## config.mk

```make
export PLATFORM = sky130hd
export DESIGN_NAME = csr_mmode_unit
export DESIGN_NICKNAME = d
export VERILOG_FILES = /design/src/rtl/csr_mmode_unit.sv
export SDC_FILE = /design/constraint.sdc
export NUM_CORES = 1
export LEC_CHECK = 0
export CORE_MARGIN = 3
export CORE_UTILIZATION = 40
export CTS_CLUSTER_SIZE = 12
export DETAILED_ROUTE_END_ITERATION = 10
export GPL_TIMING_DRIVEN = 0
export PLACE_DENSITY_LB_ADDON = 0.08
export REMOVE_ABC_BUFFERS = 1
export SETUP_SLACK_MARGIN = 0.1
export SYNTH_ARGS = -nofsm -noshare
export SYNTH_HDL_FRONTEND = slang
export SYNTH_SLANG_ARGS = --single-unit
```

## constraint.sdc

```tcl
create_clock -name clk_i -period 13.77 [get_ports clk_i]
set_clock_uncertainty 0.15 [all_clocks]
set_input_delay 2.0655 -clock clk_i [delete_from_list [all_inputs] [get_ports clk_i]]
set_output_delay 2.0655 -clock clk_i [all_outputs]
set_load 0.01 [all_outputs]
```

## src/rtl/csr_mmode_unit.sv

```systemverilog
// Machine-mode CSR file: CSR read/write/set/clear, cycle/instret counters,
// trap entry (exception, ECALL, interrupt), MRET, and interrupt arbitration.
module csr_mmode_unit #(
  parameter logic [63:0] RESET_MTVEC = 64'h0000_0000_0000_0100,
  parameter logic [63:0] HART_ID     = 64'd0,
  parameter logic [63:0] MISA_VALUE  = 64'h8000_0000_0014_1101
) (
  input  logic        clk_i,
  input  logic        rstn_i,
  input  logic [11:0] csr_rw_addr_i,
  input  logic [2:0]  csr_rw_cmd_i,
  input  logic [63:0] csr_rw_data_i,
  input  logic        csr_exception_i,
  input  logic [63:0] csr_xcpt_cause_i,
  input  logic        csr_retire_i,
  input  logic [63:0] csr_pc_i,
  input  logic        timer_irq_i,
  input  logic        ext_irq_i,
  output logic [63:0] csr_rw_rdata_o,
  output logic        csr_interrupt_o,
  output logic [63:0] csr_interrupt_cause_o,
  output logic [63:0] csr_evec_o,
  output logic        csr_eret_o,
  output logic        csr_illegal_o
);

  localparam int unsigned XLEN = 64;

  // csr_cmd_t encoding
  localparam logic [2:0] CMD_NOPE  = 3'd0;
  localparam logic [2:0] CMD_WRITE = 3'd1;
  localparam logic [2:0] CMD_SET   = 3'd2;
  localparam logic [2:0] CMD_CLEAR = 3'd3;
  localparam logic [2:0] CMD_SYS   = 3'd4;
  localparam logic [2:0] CMD_READ  = 3'd5;

  localparam logic [11:0] A_MSTATUS  = 12'h300;
  localparam logic [11:0] A_MISA     = 12'h301;
  localparam logic [11:0] A_MIE      = 12'h304;
  localparam logic [11:0] A_MTVEC    = 12'h305;
  localparam logic [11:0] A_MSCRATCH = 12'h340;
  localparam logic [11:0] A_MEPC     = 12'h341;
  localparam logic [11:0] A_MCAUSE   = 12'h342;
  localparam logic [11:0] A_MTVAL    = 12'h343;
  localparam logic [11:0] A_MIP      = 12'h344;
  localparam logic [11:0] A_MCYCLE   = 12'hB00;
  localparam logic [11:0] A_MINSTRET = 12'hB02;
  localparam logic [11:0] A_MHARTID  = 12'hF14;

  localparam logic [11:0] F12_ECALL = 12'h000;
  localparam logic [11:0] F12_MRET  = 12'h302;

  localparam logic [XLEN-1:0] MIE_MASK = XLEN'(64'h888);

  // architectural state
  logic            mstatus_mie_q, mstatus_mpie_q;
  logic [XLEN-1:0] mie_q, mtvec_q, mscratch_q, mepc_q, mcause_q, mtval_q;
  logic [XLEN-1:0] mcycle_q, minstret_q;
  logic            msip_q, mtip_q, meip_q;

  // combinational decode
  logic [XLEN-1:0] rdata_c, wdata_c, mip_c, pend_c, trap_cause_c, tvec_base_c;
  logic            csr_valid_c, csr_ro_c, csr_op_c, wr_req_c, wr_en_c;
  logic            sys_c, trap_c, mret_c, sys_bad_c;

  assign mip_c = XLEN'({52'd0, meip_q, 3'd0, mtip_q, 3'd0, msip_q, 3'd0});

  // CSR read mux: value before this cycle's update
  always_comb begin
    csr_valid_c = 1'b1;
    csr_ro_c    = 1'b0;
    rdata_c     = '0;
    case (csr_rw_addr_i)
      A_MSTATUS:  rdata_c = XLEN'({51'd0, 2'b11, 3'd0, mstatus_mpie_q, 3'd0, mstatus_mie_q, 3'd0});
      A_MISA:     begin rdata_c = MISA_VALUE; csr_ro_c = 1'b1; end
      A_MIE:      rdata_c = mie_q;
      A_MTVEC:    rdata_c = mtvec_q;
      A_MSCRATCH: rdata_c = mscratch_q;
      A_MEPC:     rdata_c = mepc_q;
      A_MCAUSE:   rdata_c = mcause_q;
      A_MTVAL:    rdata_c = mtval_q;
      A_MIP:      rdata_c = mip_c;
      A_MCYCLE:   rdata_c = mcycle_q;
      A_MINSTRET: rdata_c = minstret_q;
      A_MHARTID:  begin rdata_c = HART_ID; csr_ro_c = 1'b1; end
      default:    csr_valid_c = 1'b0;
    endcase
  end

  // operand merge and write qualification
  always_comb begin
    wdata_c  = csr_rw_data_i;
    csr_op_c = 1'b0;
    wr_req_c = 1'b0;
    case (csr_rw_cmd_i)
      CMD_READ:  csr_op_c = 1'b1;
      CMD_WRITE: begin csr_op_c = 1'b1; wr_req_c = 1'b1; end
      CMD_SET:   begin csr_op_c = 1'b1; wr_req_c = |csr_rw_data_i; wdata_c = rdata_c | csr_rw_data_i; end
      CMD_CLEAR: begin csr_op_c = 1'b1; wr_req_c = |csr_rw_data_i; wdata_c = rdata_c & ~csr_rw_data_i; end
      default:   ;
    endcase
  end

  assign wr_en_c = wr_req_c & csr_valid_c & ~csr_ro_c & ~csr_exception_i;

  // trap / MRET decode and redirect target
  always_comb begin
    sys_c        = (csr_rw_cmd_i == CMD_SYS);
    trap_c       = csr_exception_i | (sys_c & (csr_rw_addr_i == F12_ECALL));
    mret_c       = sys_c & ~csr_exception_i & (csr_rw_addr_i == F12_MRET);
    sys_bad_c    = sys_c & ~csr_exception_i & (csr_rw_addr_i != F12_ECALL) & (csr_rw_addr_i != F12_MRET);
    trap_cause_c = csr_exception_i ? csr_xcpt_cause_i : XLEN'(64'd11);
    tvec_base_c  = {mtvec_q[XLEN-1:2], 2'b00};
    csr_evec_o   = '0;
    if (trap_c) begin
      if (trap_cause_c[XLEN-1] && (mtvec_q[1:0] == 2'b01))
        csr_evec_o = tvec_base_c + {trap_cause_c[XLEN-3:0], 2'b00};
      else
        csr_evec_o = tvec_base_c;
    end else if (mret_c) begin
      csr_evec_o = mepc_q;
    end
  end

  // interrupt arbitration: MEI > MTI > MSI
  always_comb begin
    pend_c                = mip_c & mie_q;
    csr_interrupt_o       = mstatus_mie_q & (|pend_c);
    csr_interrupt_cause_o = '0;
    if (pend_c[11])     csr_interrupt_cause_o = {1'b1, 59'd0, 4'd11};
    else if (pend_c[7]) csr_interrupt_cause_o = {1'b1, 59'd0, 4'd7};
    else if (pend_c[3]) csr_interrupt_cause_o = {1'b1, 59'd0, 4'd3};
  end

  assign csr_rw_rdata_o = rdata_c;
  assign csr_eret_o     = mret_c;
  assign csr_illegal_o  = (csr_rw_cmd_i != CMD_NOPE) &
                          ((csr_op_c & ~csr_valid_c) | (wr_req_c & csr_valid_c & csr_ro_c) | sys_bad_c);

  // interrupt line sampling
  always_ff @(posedge clk_i or negedge rstn_i) begin
    if (!rstn_i) begin
      mtip_q <= 1'b0;
      meip_q <= 1'b0;
    end else begin
      mtip_q <= timer_irq_i;
      meip_q <= ext_irq_i;
    end
  end

  // counters: explicit write overrides increment
  always_ff @(posedge clk_i or negedge rstn_i) begin
    if (!rstn_i) begin
      mcycle_q   <= '0;
      minstret_q <= '0;
    end else begin
      if (wr_en_c && csr_rw_addr_i == A_MCYCLE) mcycle_q <= wdata_c;
      else                                       mcycle_q <= mcycle_q + XLEN'(1);
      if (wr_en_c && csr_rw_addr_i == A_MINSTRET)     minstret_q <= wdata_c;
      else if (csr_retire_i && !csr_exception_i)       minstret_q <= minstret_q + XLEN'(1);
    end
  end

  // trap/MRET side effects and CSR writes with WARL masking
  always_ff @(posedge clk_i or negedge rstn_i) begin
    if (!rstn_i) begin
      mstatus_mie_q  <= 1'b0;
      mstatus_mpie_q <= 1'b0;
      mie_q          <= '0;
      mtvec_q        <= RESET_MTVEC;
      mscratch_q     <= '0;
      mepc_q         <= '0;
      mcause_q       <= '0;
      mtval_q        <= '0;
      msip_q         <= 1'b0;
    end else if (trap_c) begin
      mepc_q         <= csr_pc_i & ~XLEN'(1);
      mcause_q       <= trap_cause_c;
      mtval_q        <= '0;
      mstatus_mpie_q <= mstatus_mie_q;
      mstatus_mie_q  <= 1'b0;
    end else if (mret_c) begin
      mstatus_mie_q  <= mstatus_mpie_q;
      mstatus_mpie_q <= 1'b1;
    end else if (wr_en_c) begin
      case (csr_rw_addr_i)
        A_MSTATUS: begin
          mstatus_mie_q  <= wdata_c[3];
          mstatus_mpie_q <= wdata_c[7];
        end
        A_MIE:      mie_q      <= wdata_c & MIE_MASK;
        A_MTVEC:    mtvec_q    <= {wdata_c[XLEN-1:2], (wdata_c[1] ? 2'b00 : wdata_c[1:0])};
        A_MSCRATCH: mscratch_q <= wdata_c;
        A_MEPC:     mepc_q     <= wdata_c & ~XLEN'(1);
        A_MCAUSE:   mcause_q   <= wdata_c;
        A_MTVAL:    mtval_q    <= wdata_c;
        A_MIP:      msip_q     <= wdata_c[3];
        default:    ;
      endcase
    end
  end

endmodule

```

==> impl_results.html, run 1 <==
<table>
<tr><th>Metric</th><th>Value</th></tr>
<tr><th colspan="2">Status</th></tr>
<tr><td>Run status</td><td>finished clean</td></tr>
<tr><th colspan="2">Clock tree</th></tr>
<tr><td>Setup fix buffers added after clock tree synthesis</td><td>0</td></tr>
<tr><td>TritonCTS clock tree</td><td>done</td></tr>
<tr><td>H-Tree Level Count</td><td>2</td></tr>
<tr><td>Cts repair resizes</td><td>0</td></tr>
<tr><td>Worst-skew pair later-pin latency</td><td>0.61 ns</td></tr>
<tr><td>Post-CTS Hold Buffers</td><td>0</td></tr>
<tr><td>TritonCTS Sinks</td><td>454</td></tr>
<tr><td>Maximum clock path buffer count</td><td>3</td></tr>
<tr><td>Clock edge transition at the registers on the reported setup and hold paths</td><td>0.06 ns</td></tr>
<tr><td>CTS root buffer</td><td>sky130_fd_sc_hd__clkbuf_16</td></tr>
<tr><td>Total clock buffers created by CTS</td><td>53</td></tr>
<tr><th colspan="2">Power</th></tr>
<tr><td>Sw Share</td><td>27.4%</td></tr>
<tr><td>Power density over the cells</td><td>92.1 nW/um2</td></tr>
<tr><td>Part of the power in combinational logic</td><td>12.4%</td></tr>
<tr><td>Worst-case vdd ir drop</td><td>76.7 uV</td></tr>
<tr><td>Cell-internal power</td><td>2420 uW</td></tr>
<tr><td>Sequential share of power</td><td>43.5%</td></tr>
<tr><td>Leakage component of the power</td><td>0.0154 uW</td></tr>
<tr><td>Part of the power in the clock network</td><td>44.1%</td></tr>
<tr><td>Switching component of the power</td><td>916 uW</td></tr>
<tr><td>Total power draw</td><td>3340 uW</td></tr>
<tr><th colspan="2">Floorplan</th></tr>
<tr><td>Initial cell density of the core</td><td>40.5%</td></tr>
<tr><td>Number of placement rows</td><td>99</td></tr>
<tr><td>Core area</td><td>73200 um2</td></tr>
<tr><td>Horizontal die dimension</td><td>278 um</td></tr>
<tr><td>Top-Level Pins</td><td>408</td></tr>
<tr><td>Total die area</td><td>77500 um2</td></tr>
<tr><td>Height of the die</td><td>278 um</td></tr>
<tr><th colspan="2">Logic synthesis</th></tr>
<tr><td>Mapped Area</td><td>29700 um2</td></tr>
<tr><td>Syn Area/Cell</td><td>8.69 um2</td></tr>
<tr><td>Cell types occupying the most area after synthesis</td><td>sky130_fd_sc_hd__dfrtp_1, sky130_fd_sc_hd__a21oi_1, sky130_fd_sc_hd__nand2_1</td></tr>
<tr><td>Unique cell type count in the Yosys netlist</td><td>82</td></tr>
<tr><td>Prevailing post-synth register cell</td><td>sky130_fd_sc_hd__dfrtp_1</td></tr>
<tr><td>Fraction of synthesized cell area taken by the top area cell type</td><td>38.2%</td></tr>
<tr><td>Count of mapped cells out of synthesis</td><td>3414</td></tr>
<tr><td>Most common library cells after synthesis</td><td>sky130_fd_sc_hd__dfrtp_1, sky130_fd_sc_hd__nand2_1, sky130_fd_sc_hd__nor2_1</td></tr>
<tr><td>Library cell with the highest instance count after synthesis</td><td>sky130_fd_sc_hd__dfrtp_1</td></tr>
<tr><td>Number of synthesized register bits</td><td>454</td></tr>
<tr><td>FFs w/ async S/R, synth</td><td>100%</td></tr>
<tr><td>Sequential-to-total area share from yosys stat</td><td>38.3%</td></tr>
<tr><td>Count of flip-flops with a built-in enable after synthesis</td><td>0</td></tr>
<tr><td>Synthesis Warnings</td><td>0</td></tr>
<tr><td>Largest area contributor in the netlist</td><td>sky130_fd_sc_hd__dfrtp_1</td></tr>
<tr><th colspan="2">Global routing</th></tr>
<tr><td>Via count of the first global-routing pass</td><td>27186</td></tr>
<tr><td>Routing usage on met2</td><td>48.3%</td></tr>
<tr><td>Total congestion overflow</td><td>0</td></tr>
<tr><td>Gr busiest metal</td><td>met2</td></tr>
<tr><td>Maximum number of pins on one net before global-route repair</td><td>117</td></tr>
<tr><td>Met1 GRT Util</td><td>43.2%</td></tr>
<tr><td>Total routing resource utilization after global routing</td><td>30.8%</td></tr>
<tr><td>Global-route wire length before repair</td><td>181000 um</td></tr>
<tr><td>Global-route met3 utilization</td><td>6.28%</td></tr>
<tr><td>Antenna violations before repair</td><td>4</td></tr>
<tr><th colspan="2">STA</th></tr>
<tr><td>RSZ-0062 raised after global routing</td><td>no</td></tr>
<tr><td>Max_slew headroom</td><td>12.8%</td></tr>
<tr><td>Part of the cycle the worst path needs</td><td>74.0%</td></tr>
<tr><td>Final-report hold violation count</td><td>0</td></tr>
<tr><td>Final critical path time including I/O delays and setup</td><td>10.18 ns</td></tr>
<tr><td>Final Hold Slack</td><td>0.334 ns</td></tr>
<tr><td>Aggregate negative setup slack</td><td>0 ns</td></tr>
<tr><td>Fmax</td><td>0.0982 GHz</td></tr>
<tr><td>Final worst-path setup slack</td><td>3.59 ns</td></tr>
<tr><td>Number of max-slew violations in the final report</td><td>0</td></tr>
<tr><td>Setup Viol. Count Final</td><td>0</td></tr>
<tr><td>Worst-Margin Slew</td><td>1.30 ns</td></tr>
<tr><th colspan="2">Routing</th></tr>
<tr><td>Detailed-routing iteration count for the pre-antenna-repair pass</td><td>9</td></tr>
<tr><td>Number of design rule violations left after detail routing</td><td>0</td></tr>
<tr><td>ANT nets after route</td><td>0</td></tr>
<tr><td>Vias after detailed routing</td><td>28178</td></tr>
<tr><td>Final routed wire length divided by cell count</td><td>26.5 um</td></tr>
<tr><td>Ratio of routed vias to standard cells</td><td>6.08</td></tr>
<tr><td>DRC marker count from the first detailed-route iteration</td><td>3448</td></tr>
<tr><td>Wire length after detailed routing</td><td>123000 um</td></tr>
<tr><th colspan="2">Setup path</th></tr>
<tr><td>Crit path launch</td><td>csr_exception_i</td></tr>
<tr><td>Capture point of the worst reg-to-reg path</td><td>mcycle_q[58]</td></tr>
<tr><td>Worst Setup EP</td><td>csr_evec_o[63]</td></tr>
<tr><td>FF-to-FF Start</td><td>mcycle_q[0]</td></tr>
<tr><td>Largest driver fanout on the critical path</td><td>72</td></tr>
<tr><td>Worst Reg2Reg Path Length in Cells</td><td>11</td></tr>
<tr><td>Req. time, crit path</td><td>11.55 ns</td></tr>
<tr><td>Arr. time, crit path</td><td>7.97 ns</td></tr>
<tr><td>Capturing element type of the critical path</td><td>output port</td></tr>
<tr><td>Type of the setup path with the least slack</td><td>input pin to output port</td></tr>
<tr><td>FF-to-FF setup slack</td><td>9.44 ns</td></tr>
<tr><td>Worst Setup Start Kind</td><td>input pin</td></tr>
<tr><th colspan="2">Min path</th></tr>
<tr><td>Min-Delay Path Class</td><td>flip-flop to flip-flop</td></tr>
<tr><td>Hold Crit Start</td><td>mtval_q[48]</td></tr>
<tr><th colspan="2">Place</th></tr>
<tr><td>Global placement routability congestion</td><td>0.914</td></tr>
<tr><td>Detailed placer's ending HPWL</td><td>91000 um</td></tr>
<tr><td>Worst setup slack after placement</td><td>3.87 ns</td></tr>
<tr><td>Input/output buffers</td><td>346</td></tr>
<tr><th colspan="2">Cells and area</th></tr>
<tr><td>Diodes inserted</td><td>0</td></tr>
<tr><td>Number of inserted filler cells in the final layout</td><td>6976</td></tr>
<tr><td>Synth-to-layout area growth</td><td>22.1%</td></tr>
<tr><td>Post-layout util</td><td>49.5%</td></tr>
<tr><td>Total Nets Final</td><td>3919</td></tr>
<tr><td>Proportion of layout cells with a drive suffix above 1</td><td>10.3%</td></tr>
<tr><th colspan="2">Job</th></tr>
<tr><td>Max-Cap Viols</td><td>0</td></tr>
</table>
per-stage QoR:
stage | cells | area, um2
2_1_floorplan | 3177 | 28400
3_3_place_gp | 4482 | 33000
3_5_place_dp | 4545 | 34500
4_1_cts | 4636 | 36200
5_1_grt | 4636 | 36200
6_report | 4636 | 36200
registers in the layout (all words and copies together), names as in the netlist, 3 cells and up:
| name | cells |
|---|---|
| mepc_q | 63 |
| mtvec_q | 63 |
| mie_q | 3 |
| mscratch_q | 64 |
| mcause_q | 64 |
| minstret_q | 64 |
| mcycle_q | 64 |
| mtval_q | 64 |
power groups by stage:
stage,sequential [uW],combinational [uW],clock (uW)
CTS,1450,412,1490
finish,1450,414,1470
floorplan,1460,196,0
global route,1460,448,1540
global placement,1480,402,0
detailed placement,1480,410,0
cell type report:
class | count | area [um2] | area share [%]
inverter | 92 | 345 | 0.953
timing repair buffer | 409 | 4720 | 13.0
tap | 959 | 1200 | 3.31
clock buffer | 73 | 1540 | 4.26
multi-input combinational | 2631 | 16800 | 46.5
clock inverter | 18 | 221 | 0.611
sequential | 454 | 11400 | 31.4
metal layers:
layer  vias up  part of all wire (%)  wire length, um
met3       200                   9.2            11300
met5         -                 0.022               27
li1      12657                     -                -
met2      1377                    45            55400
met1     13940                    43            52400
met4         4                   3.1             3760
worst min-delay path by stage:
| stage | to | slack (ns) | cells after the start |
|---|---|---|---|
| CTS | mtval_q[46] | 0.34 | 2 |
| global route | mtval_q[61] | 0.36 | 2 |
| global placement | mtval_q[0] | 0.31 | 2 |
| detailed placement | mscratch_q[0] | 0.32 | 2 |
| finish | mtval_q[48] | 0.33 | 2 |
| floorplan | mtval_q[12] | 0.30 | 2 |
kinds of logic (layout without fill, tap and decap cells):
kind of cell               count (synthesis)  count (layout)  synth area share [%]
and+or+nand+nor                         1172            1172                  18.1
AOI/OAI and AO/OA                       1029            1029                  24.5
DFF                                      454             454                  38.3
buffers and inverters                    388             592                  6.22
xor gates and xnor gates                 177             177                  5.23
muxes                                    128             128                  4.84
adders and majority gates                 65              65                  2.77
other                                      1              60                0.0126
worst max-delay path: stages:
cell and delay, ns:
sky130_fd_sc_hd__buf_4 0.69, sky130_fd_sc_hd__and2_1 0.42, sky130_fd_sc_hd__ha_1 0.39, sky130_fd_sc_hd__a211oi_1 0.25, sky130_fd_sc_hd__o211ai_1 0.17, sky130_fd_sc_hd__a221oi_1 0.54, sky130_fd_sc_hd__a31oi_1 0.28, sky130_fd_sc_hd__o41ai_4 0.73
sky130_fd_sc_hd__o41ai_4 0.25, sky130_fd_sc_hd__a31oi_1 0.58, sky130_fd_sc_hd__o22ai_1 0.17, sky130_fd_sc_hd__mux2i_1 0.16, sky130_fd_sc_hd__o311ai_1 0.52, sky130_fd_sc_hd__clkdlybuf4s50_1 0.66
cells in the final DEF (no fill, tap or decap), types with 21 or more instances in the layout:
master                            instances
sky130_fd_sc_hd__dfrtp_1                453
sky130_fd_sc_hd__nand2_1                416
sky130_fd_sc_hd__nor2_1                 361
sky130_fd_sc_hd__clkdlybuf4s50_1        344
sky130_fd_sc_hd__a21oi_1                321
sky130_fd_sc_hd__a22oi_1                148
sky130_fd_sc_hd__o21ai_0                147
sky130_fd_sc_hd__mux2_2                 117
sky130_fd_sc_hd__xnor2_1                 99
sky130_fd_sc_hd__and3_1                  93
sky130_fd_sc_hd__inv_1                   91
sky130_fd_sc_hd__a31oi_1                 80
sky130_fd_sc_hd__nand3_1                 78
sky130_fd_sc_hd__xor2_1                  78
sky130_fd_sc_hd__ha_1                    64
sky130_fd_sc_hd__a222oi_1                63
sky130_fd_sc_hd__and2_1                  62
sky130_fd_sc_hd__conb_1                  60
sky130_fd_sc_hd__clkbuf_16               53
sky130_fd_sc_hd__a21o_1                  52
sky130_fd_sc_hd__o31ai_4                 42
sky130_fd_sc_hd__nand4_1                 41
sky130_fd_sc_hd__o21ai_1                 41
sky130_fd_sc_hd__nor3_1                  23
sky130_fd_sc_hd__buf_16                  22
sky130_fd_sc_hd__buf_12                  21
Power figures use the tool's default switching activity.
==> run 2, diff against run 1 <==
Clock period 13.77 ns to 8.6 ns, I/O delays scaled along.
==> impl_results.html, run 2 (synthesized netlist as in run 1, its figures left out) <==
<table>
<tr><th>Metric</th><th>Value</th></tr>
<tr><th colspan="2">Setup path</th></tr>
<tr><td>Type of the setup path with the least slack</td><td>input pin to output port</td></tr>
<tr><td>Largest driver fanout on the critical path</td><td>4 (-94%)</td></tr>
<tr><td>Arr. time, crit path</td><td>6.92 ns (-1.05 ns)</td></tr>
<tr><td>Req. time, crit path</td><td>7.16 ns (-4.39 ns)</td></tr>
<tr><td>Crit path launch</td><td>csr_xcpt_cause_i[0]</td></tr>
<tr><td>Capture point of the worst reg-to-reg path</td><td>mcycle_q[58]</td></tr>
<tr><td>Max stage delay cell, worst path</td><td>sky130_fd_sc_hd__a2111oi_2</td></tr>
<tr><td>Highest cell delay on the worst timing path</td><td>0.84 ns (+0.11 ns)</td></tr>
<tr><td>Capturing element type of the critical path</td><td>output port</td></tr>
<tr><td>Worst-path cell chain</td><td>clkdlybuf4s50_1 -&gt; nand2b_1 -&gt; ha_1 -&gt; inv_1 -&gt; fa_1 -&gt; nand3b_1 -&gt; a31oi_1 -&gt; o211ai_1 -&gt; a2111oi_2 -&gt; nor2_1 -&gt; a21boi_1 -&gt; a21boi_1 -&gt; o31ai_1 -&gt; xnor2_1 -&gt; o21ai_0 -&gt; clkdlybuf4s50_1</td></tr>
<tr><td>Worst Setup Start Kind</td><td>input pin</td></tr>
<tr><td>FF-to-FF Start</td><td>mcycle_q[0]</td></tr>
<tr><td>FF-to-FF setup slack</td><td>4.31 ns (-5.13 ns)</td></tr>
<tr><td>Worst Setup EP</td><td>csr_evec_o[58]</td></tr>
<tr><td>Worst Reg2Reg Path Length in Cells</td><td>11 (unchanged)</td></tr>
<tr><th colspan="2">Clock tree</th></tr>
<tr><td>Cts repair resizes</td><td>0 (unchanged)</td></tr>
<tr><td>Setup fix buffers added after clock tree synthesis</td><td>0 (unchanged)</td></tr>
<tr><td>Clock edge transition at the registers on the reported setup and hold paths</td><td>0.06 ns (about the same)</td></tr>
<tr><td>Total clock buffers created by CTS</td><td>53 (unchanged)</td></tr>
<tr><td>Worst-skew pair later-pin latency</td><td>0.61 ns (about the same)</td></tr>
<tr><td>H-Tree Level Count</td><td>2 (unchanged)</td></tr>
<tr><td>CTS root buffer</td><td>sky130_fd_sc_hd__clkbuf_16</td></tr>
<tr><td>TritonCTS Sinks</td><td>454 (unchanged)</td></tr>
<tr><td>TritonCTS clock tree</td><td>done</td></tr>
<tr><td>Maximum clock path buffer count</td><td>3 (unchanged)</td></tr>
<tr><td>Post-CTS Hold Buffers</td><td>0 (unchanged)</td></tr>
<tr><th colspan="2">STA</th></tr>
<tr><td>Part of the cycle the worst path needs</td><td>97.2%</td></tr>
<tr><td>Worst-Margin Slew</td><td>1.30 ns (+0.00229 ns)</td></tr>
<tr><td>Setup Viol. Count Final</td><td>0 (unchanged)</td></tr>
<tr><td>Final critical path time including I/O delays and setup</td><td>8.36 ns</td></tr>
<tr><td>Number of max-slew violations in the final report</td><td>0 (unchanged)</td></tr>
<tr><td>Final Hold Slack</td><td>0.330 ns (-0.00383 ns)</td></tr>
<tr><td>Final-report hold violation count</td><td>0 (unchanged)</td></tr>
<tr><td>Max_slew headroom</td><td>13.3% (+0.47 points)</td></tr>
<tr><td>Fmax</td><td>0.120 GHz</td></tr>
<tr><td>RSZ-0062 raised after global routing</td><td>no</td></tr>
<tr><th colspan="2">Cells and area</th></tr>
<tr><td>Proportion of layout cells with a drive suffix above 1</td><td>10.3% (unchanged)</td></tr>
<tr><td>Leading cell type in the layout, fill and taps excluded</td><td>sky130_fd_sc_hd__dfrtp_1</td></tr>
<tr><td>Post-layout util</td><td>49.5% (about the same)</td></tr>
<tr><td>Synth-to-layout area growth</td><td>22.1% (about the same)</td></tr>
<tr><td>Total Nets Final</td><td>3919 (unchanged)</td></tr>
<tr><td>Area of all placed cells without fillers</td><td>36200 um2 (about the same)</td></tr>
<tr><td>Diodes inserted</td><td>0 (unchanged)</td></tr>
<tr><td>Most frequent cells in the layout</td><td>sky130_fd_sc_hd__dfrtp_1, sky130_fd_sc_hd__nand2_1, sky130_fd_sc_hd__nor2_1, sky130_fd_sc_hd__clkdlybuf4s50_1, sky130_fd_sc_hd__a21oi_1</td></tr>
<tr><th colspan="2">Floorplan</th></tr>
<tr><td>Top-Level Pins</td><td>408 (unchanged)</td></tr>
<tr><td>Number of placement rows</td><td>99 (unchanged)</td></tr>
<tr><td>Total die area</td><td>77500 um2 (unchanged)</td></tr>
<tr><td>Height of the die</td><td>278 um (unchanged)</td></tr>
<tr><td>Initial cell density of the core</td><td>40.5% (unchanged)</td></tr>
<tr><td>Core area</td><td>73200 um2 (unchanged)</td></tr>
<tr><td>Horizontal die dimension</td><td>278 um (unchanged)</td></tr>
<tr><th colspan="2">Global routing</th></tr>
<tr><td>Met1 GRT Util</td><td>43.2% (unchanged)</td></tr>
<tr><td>Global-route wire length before repair</td><td>181000 um (unchanged)</td></tr>
<tr><td>Maximum number of pins on one net before global-route repair</td><td>117 (unchanged)</td></tr>
<tr><td>Global-route met3 utilization</td><td>6.28% (unchanged)</td></tr>
<tr><td>Total congestion overflow</td><td>0 (unchanged)</td></tr>
<tr><td>Total routing resource utilization after global routing</td><td>30.8% (unchanged)</td></tr>
<tr><td>Routing usage on met2</td><td>48.3% (unchanged)</td></tr>
<tr><td>Antenna violations before repair</td><td>3 (-1)</td></tr>
<tr><td>Via count of the first global-routing pass</td><td>27186 (unchanged)</td></tr>
<tr><td>Gr busiest metal</td><td>met2</td></tr>
<tr><th colspan="2">Routing</th></tr>
<tr><td>Vias after detailed routing</td><td>28152 (-0.092%)</td></tr>
<tr><td>Number of design rule violations left after detail routing</td><td>0 (unchanged)</td></tr>
<tr><td>Detailed-routing iteration count for the pre-antenna-repair pass</td><td>9 (unchanged)</td></tr>
<tr><td>Final routed wire length divided by cell count</td><td>26.5 um (about the same)</td></tr>
<tr><td>Ratio of routed vias to standard cells</td><td>6.07 (about the same)</td></tr>
<tr><td>ANT nets after route</td><td>0 (unchanged)</td></tr>
<tr><td>Wire length after detailed routing</td><td>123000 um (about the same)</td></tr>
<tr><td>DRC marker count from the first detailed-route iteration</td><td>3392 (-1.6%)</td></tr>
<tr><th colspan="2">Power</th></tr>
<tr><td>Total power draw</td><td>5340 uW (+60%)</td></tr>
<tr><td>Worst-case vdd ir drop</td><td>124 uV (+61%)</td></tr>
<tr><td>Leakage component of the power</td><td>0.0154 uW (about the same)</td></tr>
<tr><td>Power density over the cells</td><td>148 nW/um2 (+60%)</td></tr>
<tr><th colspan="2">Status</th></tr>
<tr><td>Run status</td><td>finished clean</td></tr>
<tr><th colspan="2">Place</th></tr>
<tr><td>Global placement routability congestion</td><td>0.914 (unchanged)</td></tr>
<tr><td>Input/output buffers</td><td>346 (unchanged)</td></tr>
<tr><td>Detailed placer's ending HPWL</td><td>91000 um (unchanged)</td></tr>
<tr><td>Instance area after placement</td><td>34500 um2 (unchanged)</td></tr>
<tr><th colspan="2">Min path</th></tr>
<tr><td>Min-Delay Path Class</td><td>flip-flop to flip-flop</td></tr>
<tr><td>Hold Crit Start</td><td>mtval_q[45]</td></tr>
<tr><th colspan="2">Job</th></tr>
<tr><td>Max-Cap Viols</td><td>0 (unchanged)</td></tr>
</table>
## run 2: per-stage QoR
step                setup TNS, ns  instances  setup WS, ns
floorplan                 -819.66       3177         -9.03
global placement                -       4482        -46.04
detailed placement              0       4545         0.252
CTS                             0       4636         0.242
global route                    0       4636         0.144
finish                          0       4636         0.243
## run 2: metal layers
layer | vias to the layer above | part of all wire (%)
met5 | - | 0.022
met1 | 13870 | 43
met4 | 4 | 3.1
met3 | 195 | 9.2
met2 | 1409 | 45
li1 | 12674 | -
## run 2: worst max-delay path: cells and delay by family
family / cells / cell delay [ns]
compound gates: 7 / 3.07
buf+inv: 3 / 1.08
fa+ha+maj: 2 / 0.65
xor+xnor: 1 / 0.15
simple gates: 3 / 0.64
## run 2: how the worst min path moves through the flow
stage / slack, ns / end / depth (start not counted)
2_1_floorplan: 0.30 / mtval_q[12] / 2
3_5_place_dp: 0.32 / mscratch_q[0] / 2
4_1_cts: 0.34 / mepc_q[22] / 1
3_3_place_gp: 0.31 / mtval_q[0] / 2
6_report: 0.33 / mtval_q[45] / 2
5_1_grt: 0.36 / mtval_q[61] / 2
## run 2: final cells by class
class                           count  area, um2
Multi-Input combinational cell   2631      16800
Inverter                           92        345
Sequential cell                   454      11400
Fill cell                        6974      37000
Clock buffer                       73       1540
Timing Repair Buffer              409       4720
Tap cell                          959       1200
Clock inverter                     18        221
## run 2: power by group
part / switching [uW] / internal, uW / total (uW)
Sequential: 87.4 / 2240 / 2330
Combinational: 414 / 249 / 663
Clock: 966 / 1390 / 2360
Total: 1470 / 3880 / 5340
